--- config.mk ---
export PLATFORM = sky130hd
export DESIGN_NAME = cpu_run_ctrl
export DESIGN_NICKNAME = d
export VERILOG_FILES = /design/src/rtl/cpu_ctrl_pkg.sv /design/src/rtl/ce_divider.sv /design/src/rtl/cpu_run_ctrl.sv
export SDC_FILE = /design/constraint.sdc
export NUM_CORES = 1
export LEC_CHECK = 0
export CORE_ASPECT_RATIO = 0.8
export CORE_MARGIN = 2
export CORE_UTILIZATION = 50
export DETAILED_ROUTE_END_ITERATION = 6
export PLACE_DENSITY = 0.81
export REMOVE_ABC_BUFFERS = 1
export SYNTH_ARGS = -nofsm -noshare
export SYNTH_HDL_FRONTEND = slang
export SYNTH_SLANG_ARGS = --single-unit
--- constraint.sdc ---
create_clock -name CLK -period 5.5 [get_ports CLK]
set_input_delay 1.375 -clock CLK [delete_from_list [all_inputs] [get_ports CLK]]
set_output_delay 1.375 -clock CLK [all_outputs]
set_load 0.01 [all_outputs]
--- src/rtl/cpu_ctrl_pkg.sv ---
// Shared types and default constants for the 6502 run/step sequencer.
package cpu_ctrl_pkg;

    typedef enum logic [1:0] {
        RESET = 2'd0,
        RUN   = 2'd1,
        HALT  = 2'd2,
        STEP  = 2'd3
    } ctrl_state_t;

    localparam int unsigned DEF_DIV    = 6000000;
    localparam int unsigned DEF_RST_CE = 1;
    localparam int unsigned DEF_LOOP   = 15;
    localparam int unsigned DEF_CNT_W  = 8;

endpackage

--- src/rtl/ce_divider.sv ---
// Free-running prescaler: one-cycle tick every DIV clocks plus a heartbeat that toggles per tick.
module ce_divider
    import cpu_ctrl_pkg::*;
#(
    parameter int unsigned DIV = DEF_DIV
) (
    input  logic CLK,
    input  logic R,
    output logic tick,
    output logic heartbeat
);

    localparam int PRE_W = (DIV > 1) ? $clog2(DIV) : 1;
    localparam logic [PRE_W-1:0] PRE_LAST = PRE_W'(DIV - 1);

    logic [PRE_W-1:0] pre;

    assign tick = (pre == PRE_LAST);

    always_ff @(posedge CLK) begin
        if (R) begin
            pre       <= '0;
            heartbeat <= 1'b0;
        end else if (tick) begin
            pre       <= '0;
            heartbeat <= ~heartbeat;
        end else begin
            pre       <= pre + PRE_W'(1);
        end
    end

endmodule

--- src/rtl/cpu_run_ctrl.sv ---
// Run/halt/single-step sequencer for the 6502 core: clock-enable strobes, core reset and auto-restart.
module cpu_run_ctrl
    import cpu_ctrl_pkg::*;
#(
    parameter int unsigned DIV    = DEF_DIV,
    parameter int unsigned RST_CE = DEF_RST_CE,
    parameter int unsigned LOOP   = DEF_LOOP,
    parameter int unsigned CNT_W  = DEF_CNT_W
) (
    input  logic             CLK,
    input  logic             R,
    input  logic             run_req,
    input  logic             step_req,
    input  logic             restart,
    output logic             cpu_ce,
    output logic             cpu_res,
    output logic             step_ack,
    output logic             halted,
    output logic [CNT_W-1:0] cycle_cnt,
    output logic             heartbeat
);

    localparam int RC_W = (RST_CE > 1) ? $clog2(RST_CE) : 1;
    localparam logic [RC_W-1:0]  RST_LAST = RC_W'(RST_CE - 1);
    localparam logic [CNT_W-1:0] LOOP_CNT = CNT_W'(LOOP);
    localparam bit               LOOP_EN  = (LOOP != 0);

    ctrl_state_t      state, state_nx;
    logic [RC_W-1:0]  rcnt, rcnt_nx;
    logic [CNT_W-1:0] cnt_nx, cnt_inc;
    logic             ce_nx, res_nx, ack_nx;
    logic             step_s, step_d, step_rise;
    logic             tick;

    ce_divider #(.DIV(DIV)) u_div (
        .CLK       (CLK),
        .R         (R),
        .tick      (tick),
        .heartbeat (heartbeat)
    );

    // Registered copy first, then edge detect: a held request yields one step only.
    assign step_rise = step_s & ~step_d;
    assign cnt_inc   = cycle_cnt + CNT_W'(1);

    always_comb begin
        state_nx = state;
        rcnt_nx  = rcnt;
        cnt_nx   = cycle_cnt;
        ce_nx    = 1'b0;
        ack_nx   = 1'b0;
        unique case (state)
            RESET: begin
                ce_nx = tick;
                if (tick) begin
                    if (rcnt == RST_LAST) begin
                        rcnt_nx  = '0;
                        cnt_nx   = '0;
                        state_nx = run_req ? RUN : HALT;
                    end else begin
                        rcnt_nx  = rcnt + RC_W'(1);
                    end
                end
            end
            RUN: begin
                ce_nx = tick;
                if (tick) cnt_nx = cnt_inc;
                if (tick && LOOP_EN && (cnt_inc == LOOP_CNT)) state_nx = RESET;
                else if (!run_req)                            state_nx = HALT;
            end
            HALT: begin
                if (run_req)        state_nx = RUN;
                else if (step_rise) state_nx = STEP;
            end
            STEP: begin
                if (tick) begin
                    ce_nx    = 1'b1;
                    ack_nx   = 1'b1;
                    cnt_nx   = cnt_inc;
                    state_nx = HALT;
                end
            end
            default: state_nx = RESET;
        endcase
        // An already-due strobe still goes out, but under reset and not as a step grant.
        if (restart) begin
            state_nx = RESET;
            rcnt_nx  = '0;
            ack_nx   = 1'b0;
        end
        // Reset stays high through the final RESET strobe and drops one cycle later.
        res_nx = (state == RESET) || (state_nx == RESET);
    end

    always_ff @(posedge CLK) begin
        if (R) begin
            state     <= RESET;
            rcnt      <= '0;
            cycle_cnt <= '0;
            cpu_ce    <= 1'b0;
            cpu_res   <= 1'b1;
            step_ack  <= 1'b0;
            halted    <= 1'b0;
            step_s    <= 1'b0;
            step_d    <= 1'b0;
        end else begin
            state     <= state_nx;
            rcnt      <= rcnt_nx;
            cycle_cnt <= cnt_nx;
            cpu_ce    <= ce_nx;
            cpu_res   <= res_nx;
            step_ack  <= ack_nx;
            halted    <= (state == HALT);
            step_s    <= step_req;
            step_d    <= step_s;
        end
    end

endmodule
# == Yosys cells after proc, flatten, opt, wreduce, memory -nomap -nowiden ==
# Cells that the tools add are included.
# word_totals
mem_bits_ro,0
latchBits,0
ram_bits,0
out_inout_bits,13
inputBits,5
memories,0
register_bits,41
# classes
n_shift,0
reduce_logical,12
n_eq_ne,8
mux,17
n_bitwise,4
multipliers,0
div_mod_pow,0
n_addsub,3
n_lt_le_gt_ge,0
# ops
cell,count
8-bit two-way mux,3
"23-bit by 1-bit adder with 23-bit output, second input constant",1
"23-bit == test, second input constant",1
2-bit two-way mux,9
8-bit one-hot mux with 2 select lines,1
"8-bit by 1-bit adder with 8-bit output, second input constant",1
"8-bit by 4-bit == test with 1-bit output, second input constant",1
2-bit one-hot mux with 4 select lines,1
2-bit OR reduction,4
"2-bit == test, second input constant",2
2-bit zero test,2
"2-bit inequality test, second input constant",2
4-bit AND reduction,1
1-bit NOT,3
3-bit OR reduction,1
"2-bit by 1-bit == test with 1-bit output, second input constant",1
1-bit two-way mux,2
"2-bit by 1-bit inequality test with 1-bit output, second input constant",1
1-bit one-hot mux with 2 select lines,1
2-bit AND reduction,1
2-bit nonzero test,1
"1-bit adder, second input constant",1
1-bit bitwise AND,1
1-bit logical AND,1
1-bit logical OR,1

# == Logic depth before layout (Yosys ltp) ==
# Gate-level depths: netlist (run 1).
# logic_depth
ltp_word,8
mapped_depth,8
depth_no_buf,6

# == Cells and area by module ==
# A second synthesis (run 1) with hierarchy kept.
# hier_totals
cells_unflattened,238
hier_area_um2,1985.7
# modules_own_cells
module,area_per_inst_um2,n_inst,cells_per_inst
ce_divider,1134.8,1,133
cpu_run_ctrl,850.8,1,105

# == Least setup slack after synthesis (run 1) ==
# OpenSTA, ideal clock, no wires.
# synth_path
kind,input to register
start,in R
end,reg u_div.pre[2]
setup_ns,0.118
path_slack_ns,3.372
n_path_buf,2
arrival_ns,2.009
stages,4
path_cell_list,clkbuf_1 -> a21o_1 -> buf_2 -> nor2_1
# synth_via
elab_chain_len,1
# synth_lines
item,line_no,source
from (decl),cpu_run_ctrl.sv:11,"input logic R,"
2-bit OR reduction (no line),--,
to (signal assigned),ce_divider.sv:28,pre <= pre + PRE_W'(1);
to (decl),ce_divider.sv:16,logic [PRE_W-1:0] pre;
# No other way between the ends.
# A chain may end at the register's enable or synchronous reset.

# == Worst setup path after layout (run 1) ==
# layout_path
start,in R
end,reg u_div.pre[11]
# Same word-level chain as after synthesis.

==> run metrics, run 1 <==
Hold Violations, Final=0; CP endpoint kind=flop; root buffer cell=sky130_fd_sc_hd__clkbuf_8; number of buffers inserted by hold repair at cts=0; filler instances=363; RD Place Congestion=0.809; clock-pin slew on the worst setup and hold paths=70 ps; post-synth cell types=42; core region area=3800 um^2; nets@finish=251; Max Fanout on Critical Path=23; netlist area before placement=2000 um^2; number of antenna violations at the first check in global routing=0; FF+latch area=801 um^2; number of warnings issued by yosys=0; DP Area=2180 um^2; total I/O pin count=18; Placement Rows=20; Ant. Diodes=0; run status=complete, no violations; TritonCTS clock tree=done; max-cap viol count=0; Die Area=4520 um^2; actual slew at the worst max-slew pin=751 ps; CP cell instances=clkdlybuf4s50_1, a21o_1, nor2_1; area of the multi-input gates=1120 um^2; first-iteration detailed-routing DRC count=69; final routed DRC violation total=0; CP bufs+invs=1; Crit Reg-Reg Startpoint=u_div.pre[0]; number of buffers inserted during clock tree synthesis=5; final critical-path share of the clock period=0.528; max-slew violation count=0; first-pass GRT wire length=6900 um; Hold Startpoint=step_s; Via Count=1741; mean number of vias per cell=5.82; GRT overflow=0; worst-case register-to-register setup slack=3260 ps; classification of the worst setup path=input port to flop; Hold WC Path Type=flop to flop; Setup-failing EPs final=0; via count of the first global-routing pass=1580; router iterations before antenna repair=4; Clock Skews=6.47 ps; half-perimeter wire length of the detailed placement result=2840 um; number of register bits inferred by synthesis=40; Initial Util=0.525; number of clock sinks seen by CTS=40; CP arrival=3060 ps; largest net degree at the start of global routing=24; cell area after layout=2290 um^2; critical path's top delay family=buffers and inverters; critical path launch point type=input port; Min Clock Period, post-route=2900 ps; overall power of the completed layout=0.539 mW; wire length reported by the detailed router=4100 um; RSZ-0062 raised after global routing=no; non-filler cells in the finished layout=299; Antenna Nets Post-Route=0; post-synthesis sequential area ratio=0.401; number of standard cells after synthesis=231; later-pin clock latency in the skew report=290 ps; Static Leak=0.697 nW; maximum VDD drop=0.170 mV; Setup Fix Bufs, Post-CTS=0; vertical extent of the die=60.5 um; total routing usage reported by global routing=0.196; fraction of layout cells with a size suffix above 1=0.0574; Rel. slew slack=0.499; Worst path max stage delay=920 ps; Critical Path Source=R; Worst Hold Margin=472 ps; setup TNS=0 ps; syn_area_per_cell=8.64 um^2; post-cts repair resize count=0; Clock H-tree levels=2; placed instance count=291; achievable frequency=344 MHz; power per unit of standard cell area=235 nW/um^2; slowest library cell on the worst path=sky130_fd_sc_hd__clkdlybuf4s50_1; data required time at the worst endpoint=5650 ps; Longest Clk Path Bufs=2; Syn-to-layout area delta=14.9%; Port Buffer Count=17; horizontal die dimension=74.6 um; mean routed wirelength per cell=13.7 um
synthesized netlist by cell type:
library cell	n	area, um^2
sky130_fd_sc_hd__a211oi_1	2	15.0
sky130_fd_sc_hd__a21o_1	1	7.51
sky130_fd_sc_hd__a21oi_1	10	50.1
sky130_fd_sc_hd__a21oi_2	2	17.5
sky130_fd_sc_hd__a311oi_1	3	26.3
sky130_fd_sc_hd__a31oi_1	3	18.8
sky130_fd_sc_hd__and2_1	2	12.5
sky130_fd_sc_hd__and3_1	6	37.5
sky130_fd_sc_hd__and4_1	4	35.0
sky130_fd_sc_hd__buf_2	4	20.0
sky130_fd_sc_hd__clkbuf_1	8	30.0
sky130_fd_sc_hd__dfxtp_1	40	801
sky130_fd_sc_hd__ha_1	3	37.5
sky130_fd_sc_hd__inv_1	6	22.5
sky130_fd_sc_hd__nand2_1	9	33.8
sky130_fd_sc_hd__nand2b_1	6	37.5
sky130_fd_sc_hd__nand3_1	19	95.1
sky130_fd_sc_hd__nand3_4	1	17.5
sky130_fd_sc_hd__nand3b_1	2	15.0
sky130_fd_sc_hd__nand4_1	8	50.1
sky130_fd_sc_hd__nand4b_1	1	8.76
sky130_fd_sc_hd__nor2_1	21	78.8
sky130_fd_sc_hd__nor2b_1	3	18.8
sky130_fd_sc_hd__nor3_1	4	20.0
sky130_fd_sc_hd__nor3b_1	3	22.5
sky130_fd_sc_hd__nor4_1	4	25.0
sky130_fd_sc_hd__nor4_2	1	12.5
sky130_fd_sc_hd__nor4b_1	1	8.76
sky130_fd_sc_hd__nor4b_2	1	15.0
sky130_fd_sc_hd__nor4bb_1	2	20.0
sky130_fd_sc_hd__o21a_1	2	15.0
sky130_fd_sc_hd__o21ai_0	9	45.0
sky130_fd_sc_hd__o21bai_1	1	7.51
sky130_fd_sc_hd__o221ai_1	2	17.5
sky130_fd_sc_hd__o31a_1	1	8.76
sky130_fd_sc_hd__o31ai_1	7	52.6
sky130_fd_sc_hd__o41ai_1	2	17.5
sky130_fd_sc_hd__or3_1	5	31.3
sky130_fd_sc_hd__or4_1	6	45.0
sky130_fd_sc_hd__or4_4	2	22.5
sky130_fd_sc_hd__xnor2_1	7	61.3
sky130_fd_sc_hd__xor2_1	7	61.3
layout make-up:
class                      count  area share
inverter                       6     0.00983
multi-input combinational    173       0.490
clock inverter                 2      0.0153
clock buffer                   6      0.0317
tap                           55      0.0300
sequential                    40       0.349
timing repair buffer          17      0.0742
through the flow:
stage / setup WS (ps) / util
3_5_place_dp: 2280 / 0.574
5_1_grt: 2440 / 0.603
6_report: 2600 / 0.603
3_3_place_gp: 2310 / 0.574
4_1_cts: 2600 / 0.603
2_1_floorplan: 3500 / -
layout by cell type, fill, tap and decap left out, types with 2 or more instances in the layout:
master                            instances
sky130_fd_sc_hd__a211oi_1                 2
sky130_fd_sc_hd__a21oi_1                 10
sky130_fd_sc_hd__a21oi_2                  2
sky130_fd_sc_hd__a311oi_1                 3
sky130_fd_sc_hd__a31oi_1                  3
sky130_fd_sc_hd__and2_1                   2
sky130_fd_sc_hd__and3_1                   6
sky130_fd_sc_hd__and4_1                   4
sky130_fd_sc_hd__clkbuf_8                 5
sky130_fd_sc_hd__clkdlybuf4s50_1         17
sky130_fd_sc_hd__dfxtp_1                 40
sky130_fd_sc_hd__ha_1                     3
sky130_fd_sc_hd__inv_1                    6
sky130_fd_sc_hd__nand2_1                  9
sky130_fd_sc_hd__nand2b_1                 6
sky130_fd_sc_hd__nand3_1                 19
sky130_fd_sc_hd__nand3b_1                 2
sky130_fd_sc_hd__nand4_1                  8
sky130_fd_sc_hd__nor2_1                  21
sky130_fd_sc_hd__nor2b_1                  3
sky130_fd_sc_hd__nor3_1                   4
sky130_fd_sc_hd__nor3b_1                  3
sky130_fd_sc_hd__nor4_1                   4
sky130_fd_sc_hd__nor4bb_1                 2
sky130_fd_sc_hd__o21a_1                   2
sky130_fd_sc_hd__o21ai_0                  9
sky130_fd_sc_hd__o221ai_1                 2
sky130_fd_sc_hd__o31ai_1                  7
sky130_fd_sc_hd__o41ai_1                  2
sky130_fd_sc_hd__or3_1                    5
sky130_fd_sc_hd__or4_1                    6
sky130_fd_sc_hd__or4_4                    2
sky130_fd_sc_hd__xnor2_1                  7
sky130_fd_sc_hd__xor2_1                   7
cell families (layout without fill, tap and decap cells):
| logic type | count (synthesis) | in the layout | synth area share |
|---|---|---|---|
| and+or+nand+nor | 111 | 111 | 0.332 |
| xor gates and xnor gates | 14 | 14 | 0.0614 |
| adders and majority gates | 3 | 3 | 0.0188 |
| DFF | 40 | 40 | 0.401 |
| AOI/OAI and AO/OA | 45 | 45 | 0.150 |
| buffers and inverters | 18 | 31 | 0.0364 |
path summary, 6_finish.rpt:
| check | to | cells after the start |
|---|---|---|
| setup / recovery | u_div.pre[11] | 3 |
| hold / removal | step_d | 1 |
| setup reg to reg | u_div.pre[11] | 5 |
| hold reg to reg | step_d | 1 |
power by group:
part           switching, mW  internal (mW)  total (mW)
combinational        0.00776        0.00601      0.0138
sequential           0.00251          0.292       0.294
clock                 0.0965          0.135       0.231
total                  0.107          0.433       0.539
registers in the layout (all words and copies together) (netlist names):
register         count
cycle_cnt            8
step_d               1
step_ack             1
cpu_ce               1
cpu_res              1
u_div.pre           23
step_s               1
state                2
u_div.heartbeat      1
halted               1
metal layers:
layer  part of all wire  global-route usage  vias up
met1               0.50               0.252      811
met3              0.043              0.0482        5
met4             0.0085              0.0587        0
met2               0.44               0.329       39
li1                   -                   -      886
met5                  0                   0        -
No activity file was read; power rests on OpenSTA's default activity.
==> inputs of run 2 (changes only) <==
--- a/config.mk
+++ b/config.mk
@@ -9,7 +9,7 @@
 export CORE_MARGIN = 2
 export CORE_UTILIZATION = 50
 export DETAILED_ROUTE_END_ITERATION = 6
-export PLACE_DENSITY = 0.81
+export PLACE_DENSITY = 0.84
 export REMOVE_ABC_BUFFERS = 1
 export SYNTH_ARGS = -nofsm -noshare
 export SYNTH_HDL_FRONTEND = slang
==> constraint.sdc (replaced) <==
create_clock -name CLK -period 2.4 [get_ports CLK]
set_input_delay 0.6 -clock CLK [delete_from_list [all_inputs] [get_ports CLK]]
set_output_delay 0.6 -clock CLK [all_outputs]
set_load 0.01 [all_outputs]
==> run 2 against run 1 <==
Against the previous run:
- register-to-register slack got worse by 2900 ps
- first-iteration DRC count increased by 58%
- critical path depth increased by 2
- final cell count increased by 1.3%
- clock-buffer cell count unchanged
- largest cell class unchanged
==> run metrics, run 2 (synthesis results as in run 1) <==
run status=complete, no violations; wire length reported by the detailed router=4150 um (+1.2%); Via Count=1780 (+2.2%); most used routing layer in global routing=met2; later-pin clock latency in the skew report=300 ps (about the same); router iterations before antenna repair=4 (unchanged); Initial Util=0.525 (unchanged); Clock Skews=8.13 ps (+1.66 ps); RSZ-0062 raised after global routing=no; critical path launch point type=flop; Port Buffer Count=17 (unchanged); max-slew violation count=0 (unchanged); core region area=3800 um^2 (unchanged); total I/O pin count=18 (unchanged); Die Area=4520 um^2 (unchanged); Rel. slew slack=0.593 (+0.0942); Switching Share=0.207 (+0.00943); Largest register FFs=23 (unchanged); TritonCTS clock tree=done; top flop regs=u_div.pre (23), cycle_cnt (8), state (2); actual slew at the worst max-slew pin=604 ps (-147 ps); post-cts repair resize count=0 (unchanged); Syn-to-layout area delta=17.1%; Ant. Diodes=0 (unchanged); Clock H-tree levels=2 (unchanged); Antenna Nets Post-Route=0 (unchanged); most common library cell in the layout ignoring fill and taps=sky130_fd_sc_hd__dfxtp_1; register with the highest flop count=u_div.pre; Logic pwr share=0.026 (about the same); nets@finish=255 (+1.6%); relative contribution of sequential cells to total power=0.522 (-0.024); length in cells of the worst reg-to-reg path=5 (unchanged); GRT overflow=0 (unchanged); Placement Rows=20 (unchanged); worst-case register-to-register setup slack=370 ps (-2890 ps); Static Leak=0.722 nW (+3.7%); number of buffers inserted by hold repair at cts=0 (unchanged); power share of the clock group=0.452 (+0.024); power per unit of standard cell area=553 nW/um^2 (+140%); fraction of layout cells with a size suffix above 1=0.0766 (+0.0192); commonest cells after routing, fill and taps aside=sky130_fd_sc_hd__dfxtp_1, sky130_fd_sc_hd__nor2_1, sky130_fd_sc_hd__nand3_1; final routed DRC violation total=0 (unchanged); RD Place Congestion=0.838 (+3.6%); via count of the first global-routing pass=1583 (+0.19%); Net Switching=0.268 mW (+150%); global routing met3 resource utilization=0.0615 (+0.0133); Max Fanout on Critical Path=10 (-57%); vertical extent of the die=60.5 um (unchanged); CP arrival=2250 ps (-810 ps); root buffer cell=sky130_fd_sc_hd__clkbuf_8; largest net degree at the start of global routing=24 (unchanged); first-iteration detailed-routing DRC count=109 (+58%); Worst Hold End=step_d; horizontal die dimension=74.6 um (unchanged); data required time at the worst endpoint=2620 ps (-3030 ps); Reg2Reg Capture Point=u_div.pre[22]; clock-pin slew on the worst setup and hold paths=80 ps (about the same); Hold WC Path Type=flop to flop; Hold Violations, Final=0 (unchanged); half-perimeter wire length of the detailed placement result=2910 um (+2.5%); final critical-path share of the clock period=0.846; filler instances=339 (-6.6%); met1 usage=0.277 (+0.0248); Worst Hold Depth=1 (unchanged); Min Clock Period, post-route=2030 ps; setup TNS=0 ps (unchanged); design internal power=1.02 mW (+140%); Hold Startpoint=step_s; Setup-failing EPs final=0 (unchanged); total routing usage reported by global routing=0.205 (+0.00961); Setup Fix Bufs, Post-CTS=0 (unchanged); number of buffers inserted during clock tree synthesis=5 (unchanged); number of antenna violations at the first check in global routing=0 (unchanged); Crit Reg-Reg Startpoint=u_div.pre[0]; grt met2 use=0.324 (-0.00506); mean routed wirelength per cell=13.7 um (about the same); first-pass GRT wire length=7150 um (+3.6%); achievable frequency=493 MHz; number of clock sinks seen by CTS=40 (unchanged); mean number of vias per cell=5.87 (+0.89%); classification of the worst setup path=flop to flop; CP endpoint kind=flop; non-filler cells in the finished layout=303 (+1.3%); maximum VDD drop=0.378 mV (+120%); max-cap viol count=0 (unchanged); placed instance count=295 (+1.4%); Longest Clk Path Bufs=2 (unchanged)
==> run 2: cell types whose count changed in the layout (fill, tap and decap cells not counted), sizes merged <==
cell	before	now
buf	0	4
==> run 2: worst max-delay path by stage <==
| stage | start | end | slack (ps) |
|---|---|---|---|
| 2_1_floorplan | u_div.pre[0] | u_div.pre[10] | 610 |
| 3_3_place_gp | R | state[0] | 360 |
| 3_5_place_dp | R | state[0] | 330 |
| 4_1_cts | u_div.pre[0] | u_div.pre[22] | 380 |
| 5_1_grt | u_div.pre[0] | u_div.pre[22] | 150 |
| 6_report | u_div.pre[0] | u_div.pre[22] | 370 |
==> run 2: final cells by class <==
| cell class | instances | area (um^2) | area share |
|---|---|---|---|
| inverter | 6 | 22.5 | 0.00964 |
| multi-input combinational | 173 | 1120 | 0.480 |
| sequential | 40 | 801 | 0.343 |
| clock buffer | 6 | 82.6 | 0.0354 |
| tap | 55 | 68.8 | 0.0295 |
| clock inverter | 2 | 38.8 | 0.0166 |
| timing repair buffer | 21 | 200 | 0.0857 |
==> run 2: power by group through the flow <==
| stage | combinational (mW) | sequential, mW | clock [mW] |
|---|---|---|---|
| floorplan | 0.0166 | 0.689 | 0 |
| global placement | 0.0335 | 0.690 | 0 |
| detailed placement | 0.0338 | 0.690 | 0 |
| CTS | 0.0339 | 0.675 | 0.587 |
| global route | 0.0388 | 0.676 | 0.615 |
| finish | 0.0341 | 0.675 | 0.584 |
==> run 2: metal layers <==
metal | part of all wire | vias up | wire (um)
met5 | 0 | - | 0
met4 | 0.012 | 0 | 49
met3 | 0.036 | 7 | 149
met2 | 0.46 | 33 | 1930
met1 | 0.49 | 848 | 2020
li1 | - | 892 | -
==> run 2: metrics by stage <==
stage | hold WS [ps] | area (um^2) | utilization | power, mW | setup slack, ps
2_1_floorplan | 430 | 1950 | - | 0.706 | 606
3_3_place_gp | 456 | 2210 | 0.582 | 0.724 | 359
3_5_place_dp | 461 | 2210 | 0.582 | 0.724 | 333
4_1_cts | 475 | 2340 | 0.614 | 1.30 | 380
5_1_grt | 500 | 2340 | 0.614 | 1.33 | 150
6_report | 473 | 2340 | 0.614 | 1.29 | 370
==> run 2: worst max-delay path: stages, from the launching register on <==
cell,delay (ps)
sky130_fd_sc_hd__dfxtp_1,390
sky130_fd_sc_hd__ha_1,250
sky130_fd_sc_hd__and2_1,280
sky130_fd_sc_hd__nand3_1,310
sky130_fd_sc_hd__or4_1,550
sky130_fd_sc_hd__a21oi_1,180
